[src/rtl/mkio_bc_scheduler_if.sv]
// rtl/mkio_bc_scheduler_if.sv - channel encoder/decoder and data RAM bus of the MKIO BC scheduler
interface mkio_bc_scheduler_if;
    logic [15:0] tx_data;
    logic        tx_cd;
    logic        tx_ready;
    logic        tx_busy;
    logic        rx_done;
    logic [15:0] rx_data;
    logic        p_error;
    logic [6:0]  dat_addr;
    logic [15:0] dat_in;

    modport master (
        output tx_data, tx_cd, tx_ready, dat_addr,
        input  tx_busy, rx_done, rx_data, p_error, dat_in
    );

    modport slave (
        input  tx_data, tx_cd, tx_ready, dat_addr,
        output tx_busy, rx_done, rx_data, p_error, dat_in
    );
endinterface

[src/rtl/mkio_bc_scheduler.sv]
// rtl/mkio_bc_scheduler.sv - MKIO bus-controller frame scheduler for BC->RT receive messages
module mkio_bc_scheduler #(
    parameter int NUM_CMD   = 4,
    parameter int TIMEOUT   = 200,
    parameter int MAX_RETRY = 2
) (
    input  logic                clk,
    input  logic                reset,
    input  logic                cfg_we,
    input  logic [1:0]          cfg_addr,
    input  logic [15:0]         cfg_data,
    input  logic [NUM_CMD-1:0]  cfg_en,
    input  logic                frame_start,
    mkio_bc_scheduler_if.master bus,
    output logic                busy,
    output logic                frame_done,
    output logic [NUM_CMD-1:0]  msg_ok,
    output logic [NUM_CMD-1:0]  msg_err,
    output logic [7:0]          retry_cnt
);
    localparam int TW = $clog2(TIMEOUT + 1);
    localparam logic [TW-1:0] TMO_LAST = TW'(TIMEOUT - 1);

    typedef enum logic [3:0] {
        S_IDLE, S_SELECT, S_SEND_CMD, S_TX_WAIT, S_DATA_ADDR,
        S_DATA_SEND, S_RESP, S_FAIL, S_DONE
    } state_t;

    state_t        state_q, state_d;
    logic [15:0]   tbl_q [4];
    logic [15:0]   tbl_d [4];
    logic [3:0]    en_q, en_d, ok_q, ok_d, err_q, err_d;
    logic [2:0]    slot_q, slot_d;
    logic [4:0]    widx_q, widx_d;
    logic [15:0]   cmd_q, cmd_d;
    logic          ret_data_q, ret_data_d;
    logic          seen_busy_q, seen_busy_d;
    logic [7:0]    attempt_q, attempt_d;
    logic [7:0]    retry_q, retry_d;
    logic [TW-1:0] tmo_q, tmo_d;
    logic [6:0]    dat_addr_q, dat_addr_d;
    logic [15:0]   tx_data;
    logic          tx_cd, tx_ready;
    logic [1:0]    slot_idx;
    logic [4:0]    word_last;
    logic          rx_hit;
    logic          unused_rx;

    assign slot_idx  = slot_q[1:0];
    // count field 0 wraps to 31, so a 32-word message ends at widx 31
    assign word_last = cmd_q[4:0] - 5'd1;
    // a word from another RT with good parity is not ours and is ignored
    assign rx_hit    = bus.rx_done && (bus.p_error || (bus.rx_data[15:11] == cmd_q[15:11]));
    assign unused_rx = ^bus.rx_data[9:0];

    assign busy         = (state_q != S_IDLE) && (state_q != S_DONE);
    assign frame_done   = (state_q == S_DONE);
    assign msg_ok       = ok_q[NUM_CMD-1:0];
    assign msg_err      = err_q[NUM_CMD-1:0];
    assign retry_cnt    = retry_q;
    assign bus.dat_addr = dat_addr_q;
    assign bus.tx_data  = tx_data;
    assign bus.tx_cd    = tx_cd;
    assign bus.tx_ready = tx_ready;

    // next-state, table write port and encoder load strobe
    always_comb begin
        state_d     = state_q;
        tbl_d       = tbl_q;
        en_d        = en_q;
        ok_d        = ok_q;
        err_d       = err_q;
        slot_d      = slot_q;
        widx_d      = widx_q;
        cmd_d       = cmd_q;
        ret_data_d  = ret_data_q;
        seen_busy_d = seen_busy_q;
        attempt_d   = attempt_q;
        retry_d     = retry_q;
        tmo_d       = tmo_q;
        dat_addr_d  = dat_addr_q;
        tx_ready    = 1'b0;
        tx_data     = '0;
        tx_cd       = 1'b0;
        if (cfg_we) tbl_d[cfg_addr] = cfg_data;
        case (state_q)
            S_IDLE: if (frame_start) begin
                ok_d    = '0;
                err_d   = '0;
                retry_d = '0;
                slot_d  = '0;
                en_d    = '0;
                en_d[NUM_CMD-1:0] = cfg_en;
                state_d = S_SELECT;
            end
            S_SELECT: begin
                if (int'(slot_q) >= NUM_CMD) begin
                    state_d = S_DONE;
                end else if (!en_q[slot_idx] || tbl_q[slot_idx][10]) begin
                    slot_d = slot_q + 3'd1;
                end else begin
                    attempt_d = '0;
                    cmd_d     = tbl_q[slot_idx];
                    state_d   = S_SEND_CMD;
                end
            end
            S_SEND_CMD: if (!bus.tx_busy) begin
                tx_ready    = 1'b1;
                tx_data     = cmd_q;
                tx_cd       = 1'b1;
                widx_d      = '0;
                ret_data_d  = 1'b1;
                seen_busy_d = 1'b0;
                state_d     = S_TX_WAIT;
            end
            S_TX_WAIT: begin
                if (!seen_busy_q) begin
                    seen_busy_d = bus.tx_busy;
                end else if (!bus.tx_busy) begin
                    if (ret_data_q) begin
                        dat_addr_d = {slot_idx, widx_q};
                        state_d    = S_DATA_ADDR;
                    end else begin
                        tmo_d   = '0;
                        state_d = S_RESP;
                    end
                end
            end
            S_DATA_ADDR: state_d = S_DATA_SEND;
            S_DATA_SEND: if (!bus.tx_busy) begin
                tx_ready    = 1'b1;
                tx_data     = bus.dat_in;
                seen_busy_d = 1'b0;
                state_d     = S_TX_WAIT;
                if (widx_q == word_last) begin
                    ret_data_d = 1'b0;
                end else begin
                    widx_d     = widx_q + 5'd1;
                    ret_data_d = 1'b1;
                end
            end
            S_RESP: begin
                if (rx_hit) begin
                    if (bus.p_error || bus.rx_data[10]) begin
                        state_d = S_FAIL;
                    end else begin
                        ok_d[slot_idx] = 1'b1;
                        slot_d         = slot_q + 3'd1;
                        state_d        = S_SELECT;
                    end
                end else if (tmo_q == TMO_LAST) begin
                    state_d = S_FAIL;
                end else begin
                    tmo_d = tmo_q + TW'(1);
                end
            end
            S_FAIL: begin
                if (int'(attempt_q) < MAX_RETRY) begin
                    attempt_d = attempt_q + 8'd1;
                    if (retry_q != 8'hFF) retry_d = retry_q + 8'd1;
                    cmd_d     = tbl_q[slot_idx];
                    state_d   = S_SEND_CMD;
                end else begin
                    err_d[slot_idx] = 1'b1;
                    slot_d          = slot_q + 3'd1;
                    state_d         = S_SELECT;
                end
            end
            S_DONE:  state_d = S_IDLE;
            default: state_d = S_IDLE;
        endcase
    end

    // state and datapath registers
    always_ff @(posedge clk or negedge reset) begin
        if (!reset) begin
            state_q     <= S_IDLE;
            for (int i = 0; i < 4; i++) tbl_q[i] <= '0;
            en_q        <= '0;
            ok_q        <= '0;
            err_q       <= '0;
            slot_q      <= '0;
            widx_q      <= '0;
            cmd_q       <= '0;
            ret_data_q  <= 1'b0;
            seen_busy_q <= 1'b0;
            attempt_q   <= '0;
            retry_q     <= '0;
            tmo_q       <= '0;
            dat_addr_q  <= '0;
        end else begin
            state_q     <= state_d;
            tbl_q       <= tbl_d;
            en_q        <= en_d;
            ok_q        <= ok_d;
            err_q       <= err_d;
            slot_q      <= slot_d;
            widx_q      <= widx_d;
            cmd_q       <= cmd_d;
            ret_data_q  <= ret_data_d;
            seen_busy_q <= seen_busy_d;
            attempt_q   <= attempt_d;
            retry_q     <= retry_d;
            tmo_q       <= tmo_d;
            dat_addr_q  <= dat_addr_d;
        end
    end
endmodule

[src/flat_wrapper.sv]
// flat-port wrapper written by rule: the top's interface ports become plain ports
module mkio_bc_scheduler_flat 
#(
    parameter int NUM_CMD   = 4,
    parameter int TIMEOUT   = 200,
    parameter int MAX_RETRY = 2
)
  (clk, reset, cfg_we, cfg_addr, cfg_data, cfg_en, frame_start, busy, frame_done, msg_ok, msg_err, retry_cnt, bus_tx_data, bus_tx_cd, bus_tx_ready, bus_dat_addr, bus_tx_busy, bus_rx_done, bus_rx_data, bus_p_error, bus_dat_in);
  mkio_bc_scheduler_if bus_i ();
  input  logic clk;
  input  logic reset;
  input  logic cfg_we;
  input  logic [1:0] cfg_addr;
  input  logic [15:0] cfg_data;
  input  logic [NUM_CMD-1:0] cfg_en;
  input  logic frame_start;
  output logic busy;
  output logic frame_done;
  output logic [NUM_CMD-1:0] msg_ok;
  output logic [NUM_CMD-1:0] msg_err;
  output logic [7:0] retry_cnt;
  output wire logic [$bits(bus_i.tx_data)-1:0] bus_tx_data;
  output wire logic [$bits(bus_i.tx_cd)-1:0] bus_tx_cd;
  output wire logic [$bits(bus_i.tx_ready)-1:0] bus_tx_ready;
  output wire logic [$bits(bus_i.dat_addr)-1:0] bus_dat_addr;
  input wire logic [$bits(bus_i.tx_busy)-1:0] bus_tx_busy;
  input wire logic [$bits(bus_i.rx_done)-1:0] bus_rx_done;
  input wire logic [$bits(bus_i.rx_data)-1:0] bus_rx_data;
  input wire logic [$bits(bus_i.p_error)-1:0] bus_p_error;
  input wire logic [$bits(bus_i.dat_in)-1:0] bus_dat_in;
  assign bus_tx_data = bus_i.tx_data;
  assign bus_tx_cd = bus_i.tx_cd;
  assign bus_tx_ready = bus_i.tx_ready;
  assign bus_dat_addr = bus_i.dat_addr;
  assign bus_i.tx_busy = bus_tx_busy;
  assign bus_i.rx_done = bus_rx_done;
  assign bus_i.rx_data = bus_rx_data;
  assign bus_i.p_error = bus_p_error;
  assign bus_i.dat_in = bus_dat_in;
  mkio_bc_scheduler #(.NUM_CMD(NUM_CMD), .TIMEOUT(TIMEOUT), .MAX_RETRY(MAX_RETRY)) u_core (.clk(clk), .reset(reset), .cfg_we(cfg_we), .cfg_addr(cfg_addr), .cfg_data(cfg_data), .cfg_en(cfg_en), .frame_start(frame_start), .bus(bus_i), .busy(busy), .frame_done(frame_done), .msg_ok(msg_ok), .msg_err(msg_err), .retry_cnt(retry_cnt));
endmodule
[config.mk]
export PLATFORM = sky130hd
export DESIGN_NAME = mkio_bc_scheduler_flat
export DESIGN_NICKNAME = d
export VERILOG_FILES = /design/src/rtl/mkio_bc_scheduler_if.sv /design/src/rtl/mkio_bc_scheduler.sv /design/src/flat_wrapper.sv
export SDC_FILE = /design/constraint.sdc
export NUM_CORES = 1
export LEC_CHECK = 0
export ABC_AREA = 1
export ABC_CLOCK_PERIOD_IN_PS = 4400
export CAP_MARGIN = 20
export CORE_ASPECT_RATIO = 1.25
export CORE_MARGIN = 2
export CORE_UTILIZATION = 50
export DETAILED_ROUTE_END_ITERATION = 10
export GPL_TIMING_DRIVEN = 0
export PLACE_DENSITY_LB_ADDON = 0.3
export SLEW_MARGIN = 30
export SYNTH_ARGS = -nofsm -noshare
export SYNTH_HDL_FRONTEND = slang
export SYNTH_SLANG_ARGS = --single-unit
[constraint.sdc]
create_clock -name clk -period 4.4 [get_ports clk]
set_clock_uncertainty 0.2 [all_clocks]
set_input_delay 0.88 -clock clk [delete_from_list [all_inputs] [get_ports clk]]
set_output_delay 0.88 -clock clk [all_outputs]
set_load 0.02 [all_outputs]
==> reports/metrics.yaml, run 1 <==
drt:
  drc: 0
  firstDrtPassIters: 4
  vias_per_cell: 5.22
  drtIter0Drc: 349
  wl_per_cell_um: 15.0
  via_count: 5940
  wl_mm: 17.0
  antenna_left: 0
grt:
  top_usage_layer: "met2"
  use_met3_pct: 4.08
  antenna_found_initial: 0
  use_met1_pct: 31.8
  gr-total-overflow: 0
  grt_pass1_wl_mm: 28.4
  grt_pass1_vias: 5762
  grt_max_degree: 51
  globalRouteTotalUtil_pct: 25.2
  grtUsageMet2_pct: 43.7
synthesis:
  syn_inst: 840
  synth_warnings: 0
  synthArstFlopShare_pct: 100
  syn_area_per_cell_um2: 8.09
  ys_ff_latch: 137
  yosysUniqueCellTypes: 37
  synth_top_flop_cell: "dfrtp_1"
  synthTopCellsByArea: "dfrtp_1 (50%), nand2_1 (12%), o21ai_0 (10%)"
  synthesis.nets: 910
  ys_seq_area_share_pct: 50.4
  synth_area_um2: 6800
  synth_edf_count: 0
  synth_top_area_share_pct: 50.4
  synth_top_area_cell: "dfrtp_1"
timing:
  max_freq_mhz: 236
  tightest_slew_ps: 638
  hold_viol: 0
  final_max_slew_viol_count: 0
  period_minus_slack_ps: 4240
  finalSetupTns_ps: 0
  finalCritPeriodShare_pct: 96.4
  relSlewSlack_pct: 57.5
  setup_viol: 0
  rsz0062_at_grt: "no"
pwr:
  ir_worst_vdd_mv: 0.319
  powerDensity_nw_per_um2: 552
  power_w: 0.00472
  leakagePower_nw: 4.05
die:
  die_h_um: 134
  die_w_um: 108
  die-area_um2: 14600
  start_util_pct: 51.1
  ios: 104
  row_count: 47
  coreArea_um2: 13300
status:
  status: "finished, final reports clean"
clocking:
  postCtsSetupBuffers: 0
  clock_latency_ps: 430
  cts_buffers: 17
  cts.sinks: 137
  clk_pin_slew_ps: 50
  htree_levels: 4
  clock-root-buffer: "clkbuf_16"
  cts_buffer_depth: 2
  cts_hold_buffers: 0
  cts_tree: "yes"
  ctsResizeCount: 0
placement:
  dp_cells: 1106
  numPortBuffers: 93
  gp_congestion: 0.871
  hpwl_mm: 12.5
job:
  max-cap-violations: 0
worst_setup_path:
  path_cells: "clkdlybuf4s50_1, nor2_2, inv_1, clkbuf_1, o21ai_0, clkdlybuf4s50_1"
  setup.worst_path.class: "input pin to output port"
  rr_startpoint: "u_core.slot_q[0]"
  crit_start: "bus_tx_busy"
  cpMostUsedCell: "clkdlybuf4s50_1"
  required_ps: 3320
  critPathCaptureType: "output port"
  cp_slowest_stage_delay_ps: 680
  start_kind: "input pin"
  slowest_stage: "clkdlybuf4s50_1"
  crit_fanout: 10
  worstPathArrival_ps: 3160
cells_and_area:
  fin_cells: 1137
  syn_to_final_growth_pct: 25.9
  nets: 1024
  diodes: 0
  drive_gt1_share_pct: 7.45
hold_path:
  min_path_type: "input pin to asynchronous set/reset pin"
[layout by cell type (no fill, tap or decap), drive strengths merged, types with 10 or more instances in the layout]
master and n:
inv 89, dfrtp 137, clkdlybuf4s50 92, nand3 29
buf 14, nand4 12, xor2 14, o22ai 16
clkbuf 42, nand2 223, a21oi 10, o21ai 157
nor2 84
[synth_stat cells (5+ instances only)]
| cell | count |
|---|---|
| a21oi_1 | 9 |
| buf_2 | 5 |
| clkbuf_1 | 20 |
| dfrtp_1 | 137 |
| ha_1 | 9 |
| inv_1 | 86 |
| nand2_1 | 218 |
| nand3_1 | 27 |
| nand4_1 | 12 |
| nor2_1 | 73 |
| nor2_2 | 8 |
| nor3_1 | 6 |
| o21ai_0 | 137 |
| o21ai_1 | 20 |
| o22ai_1 | 16 |
| xnor2_1 | 6 |
| xor2_1 | 14 |
[stage by stage]
step	utilization (%)	hold WS [ps]	setup slack, ps	instance area, um^2
after floorplan	-	248	1390	6800
after global placement	59.8	260	-3170	7940
after detailed placement	60.2	267	174	8000
after CTS	64.4	142	157	8560
after global routing	64.4	156	106	8560
final	64.4	131	159	8560
[critical path, delay by kind of cell]
kind            cells  cell delay, ps
compound gates      1             390
buf+inv             4            1620
simple gates        1             270
[final cells by class]
type	instances	area, um^2
buffer	31	156
clock buffer	22	454
clock inverter	9	100
fill	1134	4730
inverter	90	339
multi-input combinational	582	2870
sequential	137	3430
tap	171	214
timing repair buffer	95	991
[state kept, by name, indices dropped and copies added, names as in the netlist]
name / flops
u_core.seen_busy_q: 1
u_core.en_q: 4
u_core.bus.dat_addr: 7
u_core.widx_q: 5
u_core.state_q: 4
u_core.tmo_q: 8
u_core.msg_err: 4
u_core.slot_q: 3
u_core.ret_data_q: 1
u_core.attempt_q: 8
u_core.cmd_q: 16
u_core.msg_ok: 4
u_core.retry_cnt: 8
u_core.tbl_q: 64
[per-layer routing]
metal | wire length (um) | vias to the layer above
li1 | - | 2950
met1 | 7160 | 2828
met2 | 8830 | 139
met3 | 725 | 23
met4 | 291 | 0
met5 | 0 | -
[path summary, 6_finish.rpt]
path	end	slack, ps	depth (start not counted)
min in group clk	u_core.tbl_q[17]	280	2
worst max register to register	u_core.cmd_q[5]	2370	12
worst max-delay path	bus_tx_data[6]	160	6
worst min register to register	u_core.tbl_q[17]	280	2
max in group asynchronous	u_core.tbl_q[26]	3030	3
worst min-delay path	u_core.widx_q[0]	130	1
[power breakdown]
| group | internal (W) | total, W | switching, W |
|---|---|---|---|
| logic | 0.000624 | 0.00169 | 0.00106 |
| clock network | 0.000839 | 0.00136 | 0.000518 |
| registers | 0.00151 | 0.00168 | 0.000163 |
[cells by family after synthesis]
group	count (synthesis)	synth area share, %
AOI/OAI and AO/OA	187	14.3
muxes	5	0.939
buffers and inverters	121	7.29
and+or+nand+nor	361	22.8
adders and majority gates	9	1.66
DFF	137	50.4
xor gates and xnor gates	20	2.58
(Power assumes the default switching activity.)
==> run 2, diff against run 1 <==
--- a/config.mk
+++ b/config.mk
@@ -9,11 +9,11 @@
 export ABC_CLOCK_PERIOD_IN_PS = 4400
 export CAP_MARGIN = 20
 export CORE_ASPECT_RATIO = 1.25
-export CORE_MARGIN = 2
 export CORE_UTILIZATION = 50
 export DETAILED_ROUTE_END_ITERATION = 10
 export GPL_TIMING_DRIVEN = 0
 export PLACE_DENSITY_LB_ADDON = 0.3
+export SETUP_SLACK_MARGIN = 0.5
 export SLEW_MARGIN = 30
 export SYNTH_ARGS = -nofsm -noshare
 export SYNTH_HDL_FRONTEND = slang
==> reports/metrics.yaml, run 2 (synthesis results as in run 1) <==
cells_and_area:
  final_core_util_pct: 64.8
  drive_gt1_share_pct: 7.85
  mostFrequentLayoutCells: "nand2_1 (218), dfrtp_1 (137), o21ai_0 (135)"
  layout_commonest_cell: "nand2_1"
  diodes: 0
  largestRegisters: "u_core.tbl_q (64), u_core.cmd_q (16)"
  largest_reg_flops: 64
  nets: 1025
  regMostFlops: "u_core.tbl_q"
  fin_cells: 1139
  syn_to_final_growth_pct: 26.2
status:
  status: "finished, final reports clean"
clocking:
  cts_buffers: 17
  htree_levels: 4
  clock-root-buffer: "clkbuf_16"
  cts_tree: "yes"
  cts_hold_buffers: 0
  cts.sinks: 137
  cts_buffer_depth: 2
  clock_latency_ps: 430
  clk_pin_slew_ps: 60
timing:
  hold_slack_ps: 206
  hold_viol: 0
  final_max_slew_viol_count: 0
  rsz0062_at_grt: "no"
  finalCritPeriodShare_pct: 82.0
  max_freq_mhz: 277
  tightest_slew_ps: 661
  period_minus_slack_ps: 3610
  relSlewSlack_pct: 56.0
  setup_viol: 0
drt:
  wl_per_cell_um: 15.1
  vias_per_cell: 5.31
  drc: 0
  via_count: 6051
  drtIter0Drc: 305
  antenna_left: 0
  wl_mm: 17.2
  firstDrtPassIters: 5
grt:
  gr-total-overflow: 0
  globalRouteTotalUtil_pct: 26.4
  grt_pass1_wl_mm: 28.9
  grt_pass1_vias: 6125
  grt_max_degree: 73
  antenna_found_initial: 0
placement:
  numPortBuffers: 93
  gp_congestion: 0.889
  hpwl_mm: 12.2
  dp_cells: 1105
worst_setup_path:
  critPathCaptureType: "output port"
  crit_fanout: 10
  start_kind: "flip-flop"
  required_ps: 3320
  setup.worst_path.class: "flip-flop to output port"
  worstPathArrival_ps: 2530
die:
  coreArea_um2: 13200
  start_util_pct: 51.4
  die-area_um2: 14100
  ios: 104
  row_count: 47
  die_w_um: 106
  die_h_um: 132
hold_path:
  min_path_type: "input pin to asynchronous set/reset pin"
pwr:
  power_w: 0.00479
  powerDensity_nw_per_um2: 558
  ir_worst_vdd_mv: 0.313
  leakagePower_nw: 4.14
job:
  max-cap-violations: 0
run 2: cell types whose count changed in the layout (fill, tap and decap cells not counted), moves of 2 or more:
cell / previous run / this run
buf_4: 0 / 2
clkdlybuf4s50_1: 92 / 80
clkinv_2: 6 / 4
dlymetal6s2s_1: 0 / 2
o21ai_0: 137 / 135
clkbuf_8: 1 / 4
dlygate4sd2_1: 0 / 10
run 2: worst paths after layout:
check                                   from               end  slack (ps)  cells past startpoint
min                                    reset  u_core.widx_q[2]         210                      1
max                        u_core.state_q[1]    bus_tx_data[6]         790                      8
min in group clk            u_core.tbl_q[29]  u_core.tbl_q[29]         280                      2
min reg2reg                 u_core.tbl_q[29]  u_core.tbl_q[29]         280                      2
max in group asynchronous              reset    u_core.en_q[1]        3060                      2
max reg2reg                  u_core.cmd_q[0]  u_core.widx_q[0]        2300                     10
run 2: final cells by class:
class,instances,area [um^2]
Clock inverter,7,90.1
Clock buffer,25,495
Tap cell,171,214
Fill cell,1156,4650
Multi-Input combinational cell,582,2880
Sequential cell,137,3430
Inverter,90,339
Buffer,31,158
Timing Repair Buffer,96,971
run 2: per-stage QoR:
step	worst slack, ps	TNS [ps]	area [um^2]
floorplan	1390	0	6800
global placement	-3200	-436680	7940
detailed placement	181	0	7980
CTS	460	0	8570
global route	703	0	8580
finish	790	0	8580
run 2: power by group:
part | switching [W] | internal, W
registers | 0.000160 | 0.00151
logic | 0.00108 | 0.000617
clock network | 0.000520 | 0.000891
total | 0.00176 | 0.00302
run 2: per-layer routing:
metal	vias to the layer above	global-route usage [%]	routed length, um
met4	0	11.7	380
met1	2869	31.6	7160
met5	-	0	0
met3	33	5.73	874
li1	2956	-	-
met2	193	45.3	8790
run 2: worst max-delay path, cell delays in order (launching register included):
cell and delay, ps:
dfrtp_1 430, inv_2 60, nor2_2 140, nand2_1 140
nor2_4 150, inv_1 90, clkbuf_2 240, o21ai_2 220
clkdlybuf4s50_1 630
run 2: what timing repair did:
action                     CTS  global route
hold endpoints to repair     0             0
setup endpoints to repair   15             5
resized for setup           15             2
pin swaps                    1             0
setup buffers                2             0
